===== config.mk =====
export PLATFORM = sky130hd
export DESIGN_NAME = team_06_i2s_tx
export DESIGN_NICKNAME = d
export VERILOG_FILES = /design/src/rtl/team_06_i2s_pkg.sv /design/src/rtl/team_06_i2s_bclk_gen.sv /design/src/rtl/team_06_i2s_tx.sv
export SDC_FILE = /design/constraint.sdc
export NUM_CORES = 1
export LEC_CHECK = 0
export BUFFER_PORTS_ARGS = -buffer_cell sky130_fd_sc_hd__buf_4
export CORE_ASPECT_RATIO = 2
export CORE_MARGIN = 4
export CORE_UTILIZATION = 61
export DETAILED_ROUTE_END_ITERATION = 12
export PLACE_DENSITY = 0.93
export SYNTH_ARGS = -nofsm -noshare
export SYNTH_HDL_FRONTEND = slang
export SYNTH_SLANG_ARGS = --single-unit

===== constraint.sdc =====
create_clock -name clk -period 3.7 [get_ports clk]
set_clock_uncertainty 0.1 [all_clocks]
set_input_delay 0 -clock clk [delete_from_list [all_inputs] [get_ports clk]]
set_output_delay 0 -clock clk [all_outputs]
set_load 0.01 [all_outputs]

===== src/rtl/team_06_i2s_pkg.sv =====
// Shared constants and helpers for the 8-bit mono I2S transmitter.
package team_06_i2s_pkg;
    localparam int SAMPLE_W     = 8;
    localparam int SLOTS        = 16;
    localparam int BCLK_DIV_DEF = 4;

    // Slot s carries sample bit (16-s) mod 8, so slot 1 is the MSB and slot 0 the LSB.
    function automatic logic [2:0] sd_index(input logic [3:0] slot);
        logic [3:0] t;
        t = 4'(SLOTS) - slot;
        return t[2:0];
    endfunction
endpackage


===== src/rtl/team_06_i2s_bclk_gen.sv =====
// Bit-clock divider: registered 50% duty bclk plus a strobe in the clk where bclk falls.
module team_06_i2s_bclk_gen
    import team_06_i2s_pkg::*;
#(
    parameter int BCLK_DIV = BCLK_DIV_DEF
) (
    input  logic clk,
    input  logic rst,
    input  logic en,
    output logic bclk,
    output logic fall_tick
);
    logic [7:0] cnt;
    logic       term;

    assign term      = (cnt == 8'(BCLK_DIV - 1));
    // High during the clk whose closing edge drives bclk 1->0.
    assign fall_tick = en && term && bclk;

    always_ff @(posedge clk or posedge rst) begin
        if (rst) begin
            cnt  <= '0;
            bclk <= 1'b0;
        end else if (!en) begin
            cnt  <= '0;
            bclk <= 1'b0;
        end else if (term) begin
            cnt  <= '0;
            bclk <= ~bclk;
        end else begin
            cnt <= cnt + 8'd1;
        end
    end
endmodule


===== src/rtl/team_06_i2s_tx.sv =====
// Mono 8-bit I2S serializer with a one-entry holding buffer and per-frame shadow register.
module team_06_i2s_tx
    import team_06_i2s_pkg::*;
#(
    parameter int BCLK_DIV = BCLK_DIV_DEF
) (
    input  logic                clk,
    input  logic                rst,
    input  logic                en,
    input  logic [SAMPLE_W-1:0] sample_in,
    input  logic                sample_valid,
    output logic                sample_ready,
    output logic                i2s_bclk,
    output logic                i2s_ws,
    output logic                i2s_sd,
    output logic                underrun
);
    logic                fall_tick;
    logic                buf_full;
    logic [SAMPLE_W-1:0] buf_data;
    logic [SAMPLE_W-1:0] shadow;
    logic [SAMPLE_W-1:0] shadow_nxt;
    logic [3:0]          slot;
    logic [3:0]          slot_nxt;
    logic                load;
    logic                accept;

    team_06_i2s_bclk_gen #(.BCLK_DIV(BCLK_DIV)) u_bclk (
        .clk       (clk),
        .rst       (rst),
        .en        (en),
        .bclk      (i2s_bclk),
        .fall_tick (fall_tick)
    );

    assign sample_ready = ~buf_full;

    always_comb begin
        slot_nxt   = slot + 4'd1;
        load       = fall_tick && (slot_nxt == 4'd1);
        accept     = sample_valid && !buf_full;
        shadow_nxt = shadow;
        // An empty buffer at frame start sends silence; a same-clk accept still lands in the buffer.
        if (load)
            shadow_nxt = buf_full ? buf_data : '0;
    end

    always_ff @(posedge clk or posedge rst) begin
        if (rst) begin
            buf_full <= 1'b0;
            buf_data <= '0;
            shadow   <= '0;
            slot     <= '0;
            i2s_ws   <= 1'b0;
            i2s_sd   <= 1'b0;
            underrun <= 1'b0;
        end else begin
            if (accept) begin
                buf_full <= 1'b1;
                buf_data <= sample_in;
            end else if (load) begin
                buf_full <= 1'b0;
            end
            shadow   <= shadow_nxt;
            underrun <= load && !buf_full;
            if (!en) begin
                slot   <= '0;
                i2s_ws <= 1'b0;
                i2s_sd <= 1'b0;
            end else if (fall_tick) begin
                slot   <= slot_nxt;
                i2s_ws <= slot_nxt[3];
                i2s_sd <= shadow_nxt[sd_index(slot_nxt)];
            end
        end
    end
endmodule


==> flow_summary.ini <==
[outcome]
status = completed

[worst_setup_path]
crit_family = compound AO/OA/AOI/OAI gates
cp.arrival_ps = 2440
path_buf_inv = 0
r2r-start = slot[0]$_DFFE_PP0P_
worst-r2r-cell-count = 8
crit_type = reg2reg
cp_cell_sequence = ha_1 > and2_2 > a211oi_2 > a21oi_2 > nand3_2 > a211o_2 > o2111ai_2 > nand3_2
rrSetupSlack_ps = 1330
critical-path-slowest-cell = dfrtp_1
worst-path-stages = 8
crit_start = slot[0]$_DFFE_PP0P_
crit_path_max_fanout = 9
endpoint_kind = flop
crit_path_frequent_cell = nand3_2
critPathLaunchType = flop
cp-endpoint = i2s_sd$_DFFE_PP0P_
rr_endpoint = i2s_sd$_DFFE_PP0P_
worstPathRequired_ps = 3770
cp_slowest_stage_delay_ps = 510

[synth]
synth_edf_count = 0
synth_nets = 170
synthesis.area_um2 = 1640
synth-seq-area-share_pct = 48.8
synthCells = 155
synth_cell_types = 36
yosys_warnings = 0
synth-seq-cells = 32
async_flop_share_pct = 100
syn_avg_cell_area_um2 = 10.6
ys.flop_type = dfrtp_1

[clock_network]
clkSinkCount = 32
postCtsSetupRepairBufs = 0
clk_pin_slew_ps = 70
numCtsBuffers = 5
ctsHoldBuffers = 10
cts_buffer_depth = 2
cts_root_buf = clkbuf_8
htree_levels = 2
clk_latency_ps = 290
post_cts_resized = 0
cts_tree = done

[floorplanning]
chipHeight_um = 81.4
die_w_um = 44.7
design.core.area_um2 = 2570
die-area_um2 = 3640
initial_core_util_pct = 63.9
row_count = 26
io_pins = 17

[pwr]
cellLeakagePower_nw = 0.945
power_frac_clock_pct = 34.2
p_int_mw = 0.705
swShare_pct = 26.4
power_mw = 0.959
power_density_nw_per_um2 = 488
ir_drop_mv = 0.523
p_sw_mw = 0.254
pwr-share-seq_pct = 47.5
comb_power_share_pct = 18.2

[timing]
max_freq_mhz = 423
rsz0062_at_grt = no
setup_viol = 0
finalMaxSlewViolations = 0
fin_setup_tns_ps = 0
slew_headroom_pct = 23.7
fin_crit_sh_pct = 63.9
min_period_ps = 2370
worstMarginPinSlew_ps = 1140
finalWorstSetupSlack_ps = 1330
hold_viol = 0

[global_route]
grt_pass1_wl_um = 6200
grt_pass1_vias = 1361
antenna_found_initial = 0
grt_overflow = 0
gr-usage-all-layers_pct = 24.6
grt_max_degree = 33

[placement]
port_buffers = 16
place_area_um2 = 1760
gp_congestion = 0.799
pre_cts_slack_ps = 1420
hpwlAfterDp_um = 2500

[route]
detail_route.iter0.violations = 63
topRoutingLayerUsed = met4
drc = 0
wl_met1_um = 1250
wl_met3_um = 129
wl_met2_um = 2060
routed_wl_um = 3710
avgViaCountPerCell = 5.90
antenna_left = 0
first_pass_iters = 4
vias = 1256
wl_per_cell_um = 17.4

[worst_hold_path]
hp-class = in2reg

[layout]
multi_input_area_um2 = 763
layout_commonest_cell = dfrtp_1
final_nets = 199
utilization_pct = 76.4
n_fill_cell = 159
fin_area_um2 = 1960
final_cell_mix = dfrtp_1 (32), nand2_1 (25), nor2_1 (16), buf_4 (16)
ff_latch_area_um2 = 801
diodes = 0
drive_gt1_share_pct = 26.5
area.growth.synth_to_final_pct = 19.7

[job]
cap_viol_max_count = 0
## power by group through the flow
stage / combinational [mW] / sequential [mW] / clock, mW
finish: 0.175 / 0.456 / 0.328
global route: 0.190 / 0.464 / 0.351
CTS: 0.167 / 0.453 / 0.329
detailed placement: 0.157 / 0.459 / 0
global placement: 0.149 / 0.453 / 0
floorplan: 0.132 / 0.441 / 0
## metrics by stage
stage / hold slack (ps) / instances
after floorplan: 16.2 / 155
after global placement: 134 / 195
after detailed placement: 138 / 195
after CTS: 190 / 213
after global routing: 196 / 213
final: 194 / 213
## sequential cells by signal (all words and copies together), names as in the netlist
register     count
i2s_sd           1
slot             3
shadow           8
i2s_ws           1
underrun         1
buf_full         1
buf_data         8
u_bclk.bclk      1
u_bclk.cnt       8
## how the worst min path moves through the flow
stage	cells past startpoint	startpoint	slack [ps]	endpoint
after floorplan	1	rst	20	buf_data[0]$_DFFE_PP0P_
after global placement	2	sample_in[2]	130	buf_data[2]$_DFFE_PP0P_
after detailed placement	2	sample_in[0]	140	buf_data[0]$_DFFE_PP0P_
after CTS	3	sample_valid	190	buf_full$_DFFE_PP0P_
after global routing	3	sample_valid	200	buf_full$_DFFE_PP0P_
final	3	sample_valid	190	buf_full$_DFFE_PP0P_
## synth_stat cells (3+ instances only)
cell | count | area (µm²)
mux2_2 | 8 | 90.1
nand2_1 | 25 | 93.8
inv_1 | 10 | 37.5
a21o_1 | 3 | 22.5
nand3_1 | 9 | 45.0
xor2_1 | 6 | 52.6
ha_1 | 3 | 37.5
xnor2_1 | 3 | 26.3
nor2_1 | 16 | 60.1
and3_1 | 4 | 25.0
and3_2 | 4 | 30.0
dfrtp_1 | 32 | 801
a21oi_1 | 3 | 15.0
## tightest hold or removal path, stage by stage
cell     delay, ps
buf_4          100
nor2b_1        240
a21o_1         200
## metal layers
layer / track usage (%) / up-vias
li1: - / 589
met1: 24.5 / 598
met2: 42.2 / 45
met3: 5.10 / 24
met4: 19.0 / 0
met5: 0 / -
## cell type report
cell class	instances	share of cell area [%]
well taps	28	1.78
repair buffers	26	11.2
inverters	10	1.91
clock inverters	2	1.78
multi-input cells	109	38.9
clock buffers	6	3.69
flip-flops and latches	32	40.8
## cells by family (layout without fill, tap and decap cells)
group	Yosys count	after routing	synth area share (%)
adders and majority gates	3	3	2.29
DFF	32	32	48.8
muxes	10	10	8.00
AOI/OAI and AO/OA	18	18	9.15
xor gates and xnor gates	9	9	4.80
buffers and inverters	14	44	4.73
and+or+nand+nor	69	69	22.3
(Power assumes the default switching activity.)
